===== src/rtl/spi_sample_transmitter.sv =====
// SPI slave sample source: buffers samples in a small FIFO and shifts one sample
// MSB-first per chip-select frame, with spi_clock/spi_chipselect oversampled on clock.
module spi_sample_transmitter #(
  parameter int SAMPLE_WIDTH = 16,
  parameter int FIFO_DEPTH   = 4,
  parameter int SYNC_STAGES  = 2
) (
  input  logic                        clock,
  input  logic                        reset,
  input  logic [SAMPLE_WIDTH-1:0]     sample_data,
  input  logic                        sample_valid,
  output logic                        sample_ready,
  input  logic                        spi_clock,
  input  logic                        spi_chipselect,
  output logic                        spi_data,
  output logic [$clog2(FIFO_DEPTH):0] fifo_count,
  output logic                        frame_done,
  output logic                        frame_abort,
  output logic                        underrun
);

  // state | meaning
  // IDLE  | waiting for chip-select fall
  // SHIFT | frame active, one bit driven per SCK fall
  // DONE  | all bits sent, SCK ignored until chip-select rise
  typedef enum logic [1:0] {IDLE, SHIFT, DONE} state_t;

  localparam int PTR_W = $clog2(FIFO_DEPTH);
  localparam int CNT_W = $clog2(SAMPLE_WIDTH + 1);
  localparam logic [PTR_W:0]   FULL_COUNT = (PTR_W + 1)'(FIFO_DEPTH);
  localparam logic [PTR_W:0]   ONE_COUNT  = (PTR_W + 1)'(1);
  localparam logic [PTR_W-1:0] ONE_PTR    = PTR_W'(1);
  localparam logic [CNT_W-1:0] ONE_BIT    = CNT_W'(1);
  localparam logic [CNT_W-1:0] LAST_BIT   = CNT_W'(SAMPLE_WIDTH - 1);

  logic [SYNC_STAGES-1:0] sck_sync;
  logic [SYNC_STAGES-1:0] cs_sync;
  logic                   sck_q;
  logic                   cs_q;
  logic                   sck_s;
  logic                   cs_s;
  logic                   cs_fall;
  logic                   cs_rise;
  logic                   sck_fall;

  logic [SAMPLE_WIDTH-1:0] mem [FIFO_DEPTH];
  logic [PTR_W-1:0]        wr_ptr;
  logic [PTR_W-1:0]        rd_ptr;
  logic                    push;
  logic                    pop;

  state_t                  state;
  logic [SAMPLE_WIDTH-1:0] shift_reg;
  logic [CNT_W-1:0]        bit_cnt;

  // Reset values match an idle bus (CS high, SCK low) so no edge is seen on release.
  always_ff @(posedge clock) begin
    if (reset) begin
      sck_sync <= '0;
      cs_sync  <= '1;
      sck_q    <= 1'b0;
      cs_q     <= 1'b1;
    end else begin
      sck_sync <= {sck_sync[SYNC_STAGES-2:0], spi_clock};
      cs_sync  <= {cs_sync[SYNC_STAGES-2:0], spi_chipselect};
      sck_q    <= sck_s;
      cs_q     <= cs_s;
    end
  end

  assign sck_s    = sck_sync[SYNC_STAGES-1];
  assign cs_s     = cs_sync[SYNC_STAGES-1];
  assign cs_fall  = cs_q & ~cs_s;
  assign cs_rise  = ~cs_q & cs_s;
  assign sck_fall = sck_q & ~sck_s;

  assign sample_ready = ~reset & (fifo_count < FULL_COUNT);
  assign push         = sample_valid & sample_ready;
  // Pop decision uses the pre-push count, so a same-cycle push into an empty FIFO waits.
  assign pop          = (state == IDLE) & cs_fall & (fifo_count != '0);

  always_ff @(posedge clock) begin
    if (reset) begin
      wr_ptr     <= '0;
      rd_ptr     <= '0;
      fifo_count <= '0;
    end else begin
      if (push) begin
        mem[wr_ptr] <= sample_data;
        wr_ptr      <= wr_ptr + ONE_PTR;
      end
      if (pop) begin
        rd_ptr <= rd_ptr + ONE_PTR;
      end
      case ({push, pop})
        2'b10:   fifo_count <= fifo_count + ONE_COUNT;
        2'b01:   fifo_count <= fifo_count - ONE_COUNT;
        default: fifo_count <= fifo_count;
      endcase
    end
  end

  always_ff @(posedge clock) begin
    if (reset) begin
      state       <= IDLE;
      shift_reg   <= '0;
      bit_cnt     <= '0;
      spi_data    <= 1'b0;
      frame_done  <= 1'b0;
      frame_abort <= 1'b0;
      underrun    <= 1'b0;
    end else begin
      frame_done  <= 1'b0;
      frame_abort <= 1'b0;
      underrun    <= 1'b0;
      case (state)
        IDLE: begin
          if (cs_fall) begin
            if (pop) begin
              shift_reg <= mem[rd_ptr];
            end else begin
              shift_reg <= '0;
              underrun  <= 1'b1;
            end
            bit_cnt <= '0;
            state   <= SHIFT;
          end
        end
        SHIFT: begin
          // CS rise outranks a coincident SCK fall.
          if (cs_rise) begin
            frame_abort <= 1'b1;
            spi_data    <= 1'b0;
            state       <= IDLE;
          end else if (sck_fall) begin
            spi_data  <= shift_reg[SAMPLE_WIDTH-1];
            shift_reg <= {shift_reg[SAMPLE_WIDTH-2:0], 1'b0};
            bit_cnt   <= bit_cnt + ONE_BIT;
            if (bit_cnt == LAST_BIT) begin
              frame_done <= 1'b1;
              state      <= DONE;
            end
          end
        end
        DONE: begin
          if (cs_rise) begin
            state <= IDLE;
          end
        end
        default: state <= IDLE;
      endcase
    end
  end

endmodule


===== config.mk =====
export PLATFORM = sky130hd
export DESIGN_NAME = spi_sample_transmitter
export DESIGN_NICKNAME = d
export VERILOG_FILES = /design/src/rtl/spi_sample_transmitter.sv
export SDC_FILE = /design/constraint.sdc
export NUM_CORES = 1
export LEC_CHECK = 0
export CAP_MARGIN = 30
export CORE_AREA = 8 8 111 113
export DETAILED_ROUTE_END_ITERATION = 6
export DIE_AREA = 0 0 119 121
export GPL_TIMING_DRIVEN = 1
export PLACE_DENSITY_LB_ADDON = 0.08
export SYNTH_ARGS = -nofsm -noshare
export SYNTH_HDL_FRONTEND = slang
export SYNTH_SLANG_ARGS = --single-unit

===== constraint.sdc =====
create_clock -name clock -period 7 [get_ports clock]
set_input_delay 0.7 -clock clock [delete_from_list [all_inputs] [get_ports clock]]
set_output_delay 0.7 -clock clock [all_outputs]
set_load 0.02 [all_outputs]

== Word level (Yosys, flattened, before mapping) ==
Memories as Yosys holds them, arrays and structs flattened. A register that Yosys moved wholly into a read port is not among the register bits.
Index checks and enable logic that the tools add are counted.

* Memories kept: 1
* RAM bits: 64
* Output and inout port bits: 8
* Word-level logic and storage cells: 84
* Input bits: 21
* Flip-flop bits (word level): 40

{| class="wikitable"
|+ Memory list
! memory !! words !! bits a word !! rd ports !! clocked after memory_dff !! write ports !! line !! RTL
|-
| mem || 4 || 16 || 1 || 1 || 1 || 46 || <nowiki>logic [SAMPLE_WIDTH-1:0] mem [FIFO_DEPTH];</nowiki>
|}

* Add/sub/neg operators: 5
* Bitwise gates (word level): 15
* Reductions and logical operators: 11
* Equal/unequal tests: 11
* Order comparisons: 1
* Muxes and demuxes: 26

{| class="wikitable"
|+ Operators by type and width
! cell !! count
|-
| $mux 16 || 4
|-
| $pmux 16 s2 || 1
|-
| $mux 5 || 3
|-
| $mux 2 || 7
|-
| $pmux 5 s2 || 1
|-
| $mux 1 || 8
|-
| $ne 2x2->1 const B || 4
|-
| $not 1->1 || 8
|-
| $reduce_and 4->1 || 2
|-
| $and 1x1->1 || 7
|-
| $ne 3x3->1 const B || 2
|-
| $pmux 2 s3 || 1
|-
| $pmux 3 s2 || 1
|-
| $reduce_bool 2->1 || 3
|-
| $add 5x1->5 const B || 1
|-
| $eq 5x4->1 const B || 1
|-
| $add 2x1->2 const B || 2
|-
| $eq 2x1->1 const B || 2
|-
| $eq 2x2->1 const B || 2
|-
| $reduce_or 4->1 || 1
|-
| $add 3x1->3 const B || 1
|-
| $lt 3x3->1 const B || 1
|-
| $reduce_bool 3->1 || 1
|-
| $reduce_or 3->1 || 1
|-
| other kinds (4) || 4
|}

== Longest topological paths before layout ==
Gate-level depths: netlist of run 1.

* Word-level depth: 7
* Mapped depth: 10
* Mapped depth without buffers: 9

== Least setup slack after synthesis of run 1 ==
No wires, ideal clock.

* Kind: reg-to-reg
* Start point: register state[1]
* End point: register fifo_count[2]
* Cell stages (with the launch flop): 11
* Path buffers: 2
* Clock period less this slack: 2.432 ns
* Arrival: 2.359 ns
* Required time: 6.926 ns
* Path slack: 4.568 ns
* Setup time: 0.074 ns
* Cell sequence: dfxtp_1 nor4b_4 and2_1 buf_4 buf_8 ha_1 inv_1 fa_1 xor2_1 or3_1 a21oi_1

* Cells in the longest elaborated chain, start to end: 5
* Elaborated cells between the ends (all ways): 7
* Those cells by class: eq/ne (2); mux (1); bitwise (2); reduce/logical (2)

{| class="wikitable"
|+ Ends and longest elaborated chain
! element !! line !! RTL
|-
| from (decl) || 52 || <nowiki>state_t state;</nowiki>
|-
| from (signal assigned) || 105 || <nowiki>state <= IDLE;</nowiki>
|-
| from (signal assigned) || 126 || <nowiki>state <= SHIFT;</nowiki>
|-
| from (signal assigned) || 134 || <nowiki>state <= IDLE;</nowiki>
|-
| $logic_not 2->1 * || 80 || <nowiki>assign pop = (state == IDLE) & cs_fall & (fifo_count != '0);</nowiki>
|-
| $and 1x1->1 * (2 in series) || 80 ||
|-
| named net pop || 50 || <nowiki>logic pop;</nowiki>
|-
| $eq 2x1->1 or $eq 2x2->1 (tied branches) || 95 || <nowiki>case ({push, pop})</nowiki>
|-
| $pmux 3 s2 or $reduce_bool 2->1 (tied branches) || n/a ||
|-
| to (signal assigned) || 96 || <nowiki>2'b10: fifo_count <= fifo_count + ONE_COUNT;</nowiki>
|-
| to (signal assigned) || 97 || <nowiki>2'b01: fifo_count <= fifo_count - ONE_COUNT;</nowiki>
|-
| to (signal assigned) || 98 || <nowiki>default: fifo_count <= fifo_count;</nowiki>
|-
| to (decl) || 16 || <nowiki>output logic [$clog2(FIFO_DEPTH):0] fifo_count,</nowiki>
|}

The timed path passes the listed nets; every way through them passes the cells marked *.
A chain may end at the register's enable or synchronous reset.

== Worst setup path in the final report of run 1 ==
* Start point: input port reset
* End point: output port sample_ready

* Cells in the longest elaborated chain, start to end: 2

{| class="wikitable"
|+ Ends and longest elaborated chain
! element !! line !! RTL
|-
| from (decl) || 9 || <nowiki>input logic reset,</nowiki>
|-
| $not 1->1 || 77 || <nowiki>assign sample_ready = ~reset & (fifo_count < FULL_COUNT);</nowiki>
|-
| $and 1x1->1 || 77 ||
|-
| to (decl) || 12 || <nowiki>output logic sample_ready,</nowiki>
|}

No other way between the ends.

==> reports/results.tsv, run 1 <==
stage	metric	value	unit
run_status	status	completed	
timing	Pins Over Slew Limit	0	
routing	met3 wire len	277	um
placed_design	Port Buf Inserts	28	
worst_setup_path	RR Endpoint	fifo_count[2]	
routing	drt drc	0	
routing	Total Wirelength	7570	um
clock_tree	Clock Root Buffer	clkbuf_8	
cells_and_area	share of layout cells above drive strength 1	17.8	%
worst_hold_path	hold_sp	cs_sync[0]	
synthesis	Commonest cells post-synth	edfxtp_1 (64), dfxtp_1 (42), nor2_1 (27)	
clock_tree	Setup Fix Bufs, Post-CTS	0	
cells_and_area	Area Overhead vs Synth	13.8	%
global_route	GRT Util Overall	11.2	%
synthesis	cell area after synthesis	4140	sq um
clock_tree	TritonCTS clock tree	yes	
synthesis	Post-synth ARST share	0	%
placed_design	routability cong.	0.720	
worst_setup_path	worst reg2reg path depth	8	
power	Tot Pwr	1.10	mW
synthesis	Syn Nets	301	
global_route	number of global-route vias before repair	2383	
worst_setup_path	critical path peak fanout	41	
die	die width	119	um
cells_and_area	final net count	328	
worst_setup_path	critical path class	primary input to output port	
power	cell area power density	234	nW/um^2
synthesis	area leader, netlist	edfxtp_1	
synthesis	Post-synth EDFFs	64	
global_route	first-pass GRT wire length	12500	um
worst_hold_path	Hold Path Sink	cs_sync[1]	
timing	Final setup viols	0	
clock_tree	Sinks on Clock Net	106	
worst_setup_path	CP Capture Type	output port	
routing	DR WL/cell	17.1	um
worst_hold_path	hold-critical path depth	1	
synthesis	mean area per synthesized cell	15.2	sq um
clock_tree	# hold bufs at CTS	0	
timing	f_max	0.319	GHz
die	Rows	38	
timing	setup tns final	0	ns
global_route	initial antenna violation count	0	
worst_setup_path	Startpoint Class	primary input	
synthesis	Mapped Cells	272	
routing	antenna-violating nets left	0	
clock_tree	post_cts resized	0	
die	Die Area	14400	sq um
timing	Slew headroom	37.3	%
worst_setup_path	r2r startpoint	state[1]	
timing	unrepaired setup endpoints after global routing	no	
worst_setup_path	WP data required	6.30	ns
power	peak supply drop	0.127	mV
synthesis	post-synth top area share	46.4	%
clock_tree	H-Tree Depth	3	
die	die extent in y	121	um
timing	final hold violations	0	
synthesis	Primary FF master, synth	edfxtp_1	
timing	Least-Margin Pin Slew	0.941	ns
routing	Detailed Routing Iterations Pass 1	4	
timing	min Tclk post-route	3.13	ns
routing	DR top layer	met4	
routing	met2 wire length	3690	um
job	max_cap viols	0	
global_route	total gr overflow	0	
worst_setup_path	WP data arrival	2.43	ns
clock_tree	Max Buffers Root-to-Sink	2	
timing	fin crit share	44.8	%
synthesis	Netlist cell types	40	
synthesis	Yosys reg bits	106	
clock_tree	cts bufs inserted	9	
synthesis	YS warnings	0	
die	Initial Util	39.0	%
synthesis	most frequent cell after synthesis	edfxtp_1	
power	Pleak	1.55	nW
timing	Layout Skew	0.00835	ns
placed_design	Final HPWL DP	4780	um
synthesis	ranking of synthesized cells by area	edfxtp_1 (46%), dfxtp_1 (20%), mux4_2 (8.7%)	
worst_hold_path	Hold WC Path Type	register to register	
synthesis	sequential area share after synthesis	66.8	%
routing	vias per cell	5.03	
routing	DR iter-0 viols	72	
die	area of the core	10600	sq um
routing	routed length on met1	3510	um
global_route	largest net degree at the start of global routing	42	
die	# IOs	29	
clock_tree	worst skew pair latency	0.36	ns
clock_tree	Reg clk slew, reported paths	0.10	ns
cells_and_area	Largest register FFs	64	
cells_and_area	ANT cells	0	
routing	total number of vias	2235	
worst_setup_path	reg2reg setup slack	3.93	ns
==> worst max-delay path, cell delays in order <==
cell,delay [ns]
clkdlybuf4s50_1,0.40
buf_4,0.27
nor2_1,0.35
clkdlybuf4s50_1,0.69
==> where the power goes <==
group | total (mW) | leakage [nW] | internal (mW) | switching (mW)
logic | 0.0786 | 0.546 | 0.0353 | 0.0433
registers | 0.689 | 0.923 | 0.680 | 0.00848
clock network | 0.334 | 0.0843 | 0.130 | 0.204
total | 1.10 | 1.55 | 0.846 | 0.255
==> layout by cell type, fill, tap and decap left out, drive strengths merged, types with 3 or more instances in the layout <==
cell type      netlist  layout
or2                  3       3
and3                 5       5
nand3                3       3
clkinv               0       4
or3                  5       5
edfxtp              64      64
ha                   7       7
nor2b                7       7
nand2                5       5
nor2                27      27
dfxtp               42      42
clkbuf               5      10
clkdlybuf4s50        0      28
a31oi                3       3
o21ai                4       4
a21oi                5       5
a221oi              15      15
inv                  8       9
nor3                17      17
xor2                 3       3
buf                 11       4
mux4                16      16
==> through the flow <==
step | instance area [sq um] | setup WS (ns) | hold slack (ns) | cells | utilization (%)
after global routing | 4710 | 3.68 | 0.451 | 444 | 44.4
after floorplan | 4140 | 4.57 | 0.389 | 272 | -
after global placement | 4540 | 3.66 | 0.412 | 428 | 42.8
final | 4710 | 3.87 | 0.429 | 444 | 44.4
after CTS | 4710 | 3.87 | 0.433 | 444 | 44.4
after detailed placement | 4540 | 3.64 | 0.404 | 428 | 42.8
==> final cells by class <==
type / count / area (sq um)
Inverter: 8 / 30.0
Timing Repair Buffer: 32 / 310
Multi-Input combinational cell: 142 / 1260
Tap cell: 140 / 175
Clock inverter: 6 / 42.5
Clock buffer: 10 / 128
Fill cell: 967 / 5900
Sequential cell: 106 / 2760
==> how the worst max path moves through the flow <==
stage                         from       endpoint  depth (start not counted)
after global placement       reset  fifo_count[2]                         11
final                        reset   sample_ready                          4
after floorplan           state[1]  fifo_count[2]                         10
after detailed placement     reset  fifo_count[2]                         11
after CTS                 state[1]  fifo_count[2]                          8
after global routing      state[1]  fifo_count[2]                          8
==> cells by family after synthesis <==
logic type / after synthesis / synth area share (%)
DFF: 106 / 66.8
and+or+nand+nor: 80 / 10.9
AOI/OAI and AO/OA: 32 / 6.86
buffers and inverters: 24 / 2.87
muxes: 17 / 8.95
adders and majority gates: 8 / 2.60
xor gates and xnor gates: 5 / 1.06
==> per-layer routing <==
layer,track usage (%),vias to the layer above
met3,3.21,9
met2,18.2,33
met5,0,-
li1,-,1085
met4,4.27,0
met1,13.9,1108
No activity file was read; power rests on OpenSTA's default activity.
==> inputs of run 2 (changes only) <==
Clock period 7 ns to 2.83 ns, I/O delays scaled along.
==> run 2 against run 1 <==
Flip-flop and latch count did not move. Combinational power rose to 2.6 times the previous value. Sequential power rose by 150%. Via count is 3.7% higher. Highest routed layer unchanged.
==> reports/results.tsv, run 2 (synthesized netlist as in run 1, its figures left out) <==
stage	metric	value	unit	change
run_status	status	completed		unchanged
worst_setup_path	CP max-delay cell	fa_1		was clkdlybuf4s50_1
clock_tree	Reg clk slew, reported paths	0.10	ns	about the same
global_route	largest net degree at the start of global routing	41		was 42
cells_and_area	design area	4810	sq um	was 4710 sq um
clock_tree	Setup Fix Bufs, Post-CTS	0		unchanged
placed_design	dpl cell area	4600	sq um	was 4540 sq um
worst_hold_path	hold-critical path depth	1		unchanged
die	area of the core	10600	sq um	unchanged
timing	fin worst setup slack	0.728	ns	was 3.87 ns
timing	unrepaired setup endpoints after global routing	no		unchanged
die	die width	119	um	unchanged
timing	Layout Skew	0.0107	ns	was 0.00835 ns
worst_hold_path	hold_sp	cs_sync[0]		unchanged
routing	DR iter-0 viols	137		was 72
die	Initial Util	39.0	%	unchanged
global_route	initial antenna violation count	0		unchanged
clock_tree	Max Buffers Root-to-Sink	2		unchanged
timing	min Tclk post-route	2.10	ns	
timing	Slew headroom	63.6	%	was 37.3%
clock_tree	# hold bufs at CTS	0		unchanged
clock_tree	Clock Root Buffer	clkbuf_8		unchanged
routing	Detailed Routing Iterations Pass 1	4		unchanged
timing	final hold violations	0		unchanged
routing	drt drc	0		unchanged
worst_setup_path	reg2reg setup slack	0.73	ns	was 3.93 ns
placed_design	Final HPWL DP	4750	um	was 4780 um
timing	fin crit share	74.3	%	
power	cell area power density	590	nW/um^2	was 234 nW/um^2
power	Pleak	1.62	nW	was 1.55 nW
worst_hold_path	Hold WC Path Type	register to register		unchanged
worst_setup_path	WP data required	3.12	ns	was 6.30 ns
worst_setup_path	r2r startpoint	state[1]		unchanged
worst_setup_path	family with the most delay on the worst path	simple AND/OR/NAND/NOR gates		was buffers and inverters
die	Die Area	14400	sq um	unchanged
placed_design	placed instance count	437		was 428
power	Tot Pwr	2.84	mW	was 1.10 mW
die	die extent in y	121	um	unchanged
cells_and_area	Area Overhead vs Synth	16.3	%	was 13.8%
worst_setup_path	critical path peak fanout	4		was 41
timing	Pins Over Slew Limit	0		unchanged
worst_setup_path	WP data arrival	2.39	ns	was 2.43 ns
cells_and_area	commonest non-fill, non-tap cell in the layout	edfxtp_1		unchanged
timing	Final setup viols	0		unchanged
worst_setup_path	max incr delay on CP	0.37	ns	was 0.69 ns
routing	DR WL/cell	17.1	um	about the same
worst_setup_path	WP buf/inv	1		was 3
routing	Total Wirelength	7740	um	was 7570 um
timing	Least-Margin Pin Slew	0.544	ns	was 0.941 ns
clock_tree	TritonCTS clock tree	yes		unchanged
clock_tree	post_cts resized	0		unchanged
placed_design	routability cong.	0.686		was 0.720
clock_tree	cts bufs inserted	9		unchanged
global_route	number of global-route vias before repair	2302		was 2383
die	Rows	38		unchanged
cells_and_area	Largest register FFs	64		unchanged
cells_and_area	fin cells	453		was 444
worst_setup_path	CP Capture Type	register		was output port
die	# IOs	29		unchanged
cells_and_area	commonest cells after routing, fill and taps aside	edfxtp_1 (64), dfxtp_1 (42), clkdlybuf4s50_1 (28), nor2_1 (27), mux4_2 (16)		unchanged
global_route	GRT Util Overall	11.4	%	was 11.2%
routing	vias per cell	5.11		was 5.03
clock_tree	Sinks on Clock Net	106		unchanged
global_route	first-pass GRT wire length	12600	um	was 12500 um
cells_and_area	post-layout util	45.4	%	was 44.4%
worst_setup_path	Startpoint Class	register		was primary input
cells_and_area	share of layout cells above drive strength 1	20.4	%	was 17.8%
clock_tree	H-Tree Depth	3		unchanged
cells_and_area	ANT cells	0		unchanged
cells_and_area	final net count	337		was 328
timing	f_max	0.476	GHz	
worst_setup_path	RR Endpoint	fifo_count[2]		unchanged
power	peak supply drop	0.380	mV	was 0.127 mV
global_route	total gr overflow	0		unchanged
worst_setup_path	critical path class	register to register		was primary input to output port
job	max_cap viols	0		unchanged
worst_setup_path	crit-path cells	nor4b_4 > and2_1 > ha_1 > inv_1 > fa_1 > xor2_1 > or3_1 > a21oi_1		was clkdlybuf4s50_1 > buf_4 > nor2_1 > clkdlybuf4s50_1
routing	antenna-violating nets left	0		unchanged
worst_hold_path	Hold Path Sink	cs_sync[1]		unchanged
timing	setup tns final	0	ns	unchanged
routing	total number of vias	2317		was 2235
worst_setup_path	worst reg2reg path depth	8		unchanged
clock_tree	worst skew pair latency	0.36	ns	about the same
timing	Min Hold Slack	0.423	ns	was 0.429 ns
placed_design	pre-CTS setup slack	0.461	ns	was 3.64 ns
placed_design	Port Buf Inserts	28		unchanged
==> run 2: cell types whose count changed in the layout (fill, tap and decap cells not counted) <==
| cell | delta |
|---|---|
| clkbuf_16 | +1 |
| clkbuf_8 | +2 |
| buf_4 | +9 |
| inv_6 | +1 |
| clkinvlp_4 | -1 |
| clkinv_1 | -1 |
| clkinv_4 | -1 |
| clkinv_2 | -1 |
==> run 2: worst register-to-register path: stages (launching register included) <==
cell and delay, ns:
dfxtp_1 0.36, nor4b_4 0.29, and2_1 0.18, ha_1 0.18, inv_1 0.06, fa_1 0.37, xor2_1 0.16, or3_1 0.30
a21oi_1 0.13
==> run 2: how the worst max path moves through the flow <==
stage | start | end | slack [ns] | cells after the start
floorplan | state[1] | fifo_count[2] | 0.40 | 10
global placement | reset | fifo_count[2] | 0.49 | 10
detailed placement | reset | fifo_count[2] | 0.46 | 10
CTS | state[1] | fifo_count[2] | 0.71 | 8
global route | state[0] | shift_reg[13] | 0.61 | 5
finish | state[1] | fifo_count[2] | 0.73 | 8
==> run 2: layout make-up <==
cell class	instances	area, sq um
fillers	965	5790
flip-flops and latches	106	2760
multi-input cells	142	1260
repair buffers	41	378
clock buffers	13	180
well taps	140	175
inverters	8	30.0
clock inverters	3	26.3
==> run 2: layer usage <==
layer	GRT usage, %	wire [um]
met5	0	0
met4	3.79	95
met3	3.58	308
met2	18.2	3700
met1	14.4	3640
==> run 2: power breakdown <==
part           switching, mW  leakage [nW]  internal, mW  total, mW
registers             0.0208         0.923          1.68       1.70
clock network          0.501         0.106         0.431      0.932
logic                  0.111         0.594        0.0927      0.204
total                  0.632          1.62          2.21       2.84
==> inputs of run 3 (changes only) <==
Clock period 2.83 ns to 1.7 ns, I/O delays scaled along.
==> run 3 against run 2 <==
The flow now finishes with violations (negative setup slack). Design area rose by 8.5%. Cell count rose by 4.0%. Utilization rose by 3.9 points. Register-to-register slack got worse by 0.99 ns. Sequential share of layout area fell by 4.4 points. Via count rose by 4.5%. Non-clock buffer count rose by 18. Hold slack got worse by 0.068 ns. Die area did not move. Critical path type unchanged. Critical endpoint unchanged. Largest power group unchanged. Highest routed layer unchanged.
==> reports/results.tsv, run 3 (synthesized netlist as in run 1, its figures left out) <==
stage	metric	value	unit	change
power	peak supply drop	0.602	mV	was 0.380 mV
die	die width	119	um	unchanged
die	Rows	38		unchanged
worst_setup_path	CP Capture Type	register		unchanged
cells_and_area	post-layout util	49.2	%	was 45.4%
worst_setup_path	critical path peak fanout	2		was 4
timing	Layout Skew	0.00848	ns	was 0.0107 ns
cells_and_area	share of layout cells above drive strength 1	31.4	%	was 20.4%
worst_hold_path	hold-critical path depth	2		was 1
global_route	number of global-route vias before repair	2541		was 2302
timing	Slew headroom	67.4	%	was 63.6%
timing	min Tclk post-route	1.96	ns	was 2.10 ns
run_status	status	finished with violations		was completed
die	Initial Util	39.0	%	unchanged
routing	met3 wire len	298	um	was 308 um
worst_setup_path	WP data required	2.01	ns	was 3.12 ns
clock_tree	Max Buffers Root-to-Sink	2		unchanged
global_route	total gr overflow	0		unchanged
global_route	initial antenna violation count	0		unchanged
timing	final hold violations	0		unchanged
routing	met2 wire length	3980	um	was 3700 um
clock_tree	cts bufs inserted	9		unchanged
timing	fin worst setup slack	-0.259	ns	was 0.728 ns
cells_and_area	# fillers	930		was 965
die	# IOs	29		unchanged
clock_tree	Clock Root Buffer	clkbuf_8		unchanged
routing	routed length on met1	3680	um	was 3640 um
clock_tree	TritonCTS clock tree	yes		unchanged
timing	unrepaired setup endpoints after global routing	yes		was no
timing	Min Hold Slack	0.355	ns	was 0.423 ns
power	Tot Pwr	4.95	mW	was 2.84 mW
routing	drt drc	0		unchanged
cells_and_area	design area	5220	sq um	was 4810 sq um
routing	antenna-violating nets left	0		unchanged
worst_setup_path	critical path class	register to register		unchanged
placed_design	dpl cell area	4860	sq um	was 4600 sq um
routing	Total Wirelength	8090	um	was 7740 um
power	cell area power density	949	nW/um^2	was 590 nW/um^2
routing	total number of vias	2421		was 2317
routing	DR iter-0 viols	151		was 137
placed_design	pre-CTS setup slack	-0.413	ns	was 0.461 ns
routing	DR WL/cell	17.2	um	was 17.1 um
timing	fin crit share	115	%	was 74.3%
worst_setup_path	worst reg2reg path depth	8		unchanged
worst_setup_path	WP data arrival	2.27	ns	was 2.39 ns
routing	DR top layer	met4		unchanged
cells_and_area	Largest register FFs	64		unchanged
cells_and_area	ANT cells	0		unchanged
routing	vias per cell	5.14		was 5.11
clock_tree	Reg clk slew, reported paths	0.09	ns	was 0.10 ns
timing	setup tns final	-0.375	ns	was 0 ns
timing	Pins Over Slew Limit	0		unchanged
clock_tree	worst skew pair latency	0.38	ns	was 0.36 ns
die	die extent in y	121	um	unchanged
placed_design	Final HPWL DP	4930	um	was 4750 um
timing	f_max	0.511	GHz	was 0.476 GHz
timing	Final setup viols	2		was 0
worst_setup_path	Startpoint Class	register		unchanged
timing	Least-Margin Pin Slew	0.488	ns	was 0.544 ns
worst_setup_path	crit-path cells	nor4b_4 > and2_4 > ha_4 > inv_2 > fa_2 > xor2_1 > or3_1 > a21oi_2		was nor4b_4 > and2_1 > ha_1 > inv_1 > fa_1 > xor2_1 > or3_1 > a21oi_1
placed_design	placed instance count	453		was 437
die	Die Area	14400	sq um	unchanged
cells_and_area	Area Overhead vs Synth	26.2	%	was 16.3%
clock_tree	Sinks on Clock Net	106		unchanged
placed_design	Port Buf Inserts	28		unchanged
routing	Detailed Routing Iterations Pass 1	4		unchanged
global_route	GRT Util Overall	12.1	%	was 11.4%
power	Pleak	1.79	nW	was 1.62 nW
global_route	first-pass GRT wire length	13400	um	was 12600 um
cells_and_area	fin cells	471		was 453
worst_hold_path	Hold WC Path Type	primary input to register		was register to register
cells_and_area	commonest non-fill, non-tap cell in the layout	edfxtp_1		unchanged
run_status	failing checks	negative setup slack		
job	max_cap viols	0		unchanged
placed_design	routability cong.	0.723		was 0.686
worst_setup_path	CP max-delay cell	dfxtp_2		was fa_1
global_route	largest net degree at the start of global routing	41		unchanged
clock_tree	H-Tree Depth	3		unchanged
worst_setup_path	max incr delay on CP	0.35	ns	was 0.37 ns
cells_and_area	commonest cells after routing, fill and taps aside	edfxtp_1 (64), dfxtp_1 (39), clkdlybuf4s50_1 (27), nor2_1 (26), buf_4 (20)		was edfxtp_1 (64), dfxtp_1 (42), clkdlybuf4s50_1 (28), nor2_1 (27), mux4_2 (16)
cells_and_area	final net count	355		was 337
die	area of the core	10600	sq um	unchanged
==> run 3: worst max-delay path: cells and delay by family (launching register included) <==
kind            cells  cell delay [ns]
buf+inv             1             0.03
compound gates      1             0.12
flops               1             0.35
xor+xnor            1             0.15
simple gates        3             0.80
fa+ha+maj           2             0.45
==> run 3: layer usage <==
layer	track usage, %	vias up
met2	20.2	43
li1	-	1146
met3	4.28	13
met5	0	-
met4	4.51	0
met1	14.1	1219
==> run 3: layout make-up <==
class	count	area [sq um]	share of cell area (%)
Clock buffer	11	131	2.52
Clock inverter	5	85.1	1.63
Inverter	8	30.0	0.575
Multi-Input combinational cell	142	1390	26.5
Sequential cell	106	2770	53.0
Tap cell	140	175	3.35
Timing Repair Buffer	59	648	12.4
==> run 3: worst paths after layout <==
| kind | to | startpoint | slack [ns] |
|---|---|---|---|
| max reg2reg | fifo_count[2] | state[1] | -0.26 |
| max | fifo_count[2] | state[1] | -0.26 |
| min | sck_sync[0] | spi_clock | 0.35 |
| min reg2reg | cs_sync[1] | cs_sync[0] | 0.43 |
==> run 3: what timing repair did <==
item / in CTS / in global routing
pin swaps: 2 / 4
hold buffers: 0 / 0
resized for setup: 7 / 16
cloned: 1 / 0
endpoints found under the setup margin: 4 / 14
buffers inserted: 1 / 2
==> run 3: where the power goes <==
| group | leakage, nW | switching, mW | internal (mW) |
|---|---|---|---|
| clock network | 0.105 | 0.848 | 0.842 |
| logic | 0.759 | 0.213 | 0.215 |
| registers | 0.924 | 0.0352 | 2.80 |
| total | 1.79 | 1.10 | 3.86 |
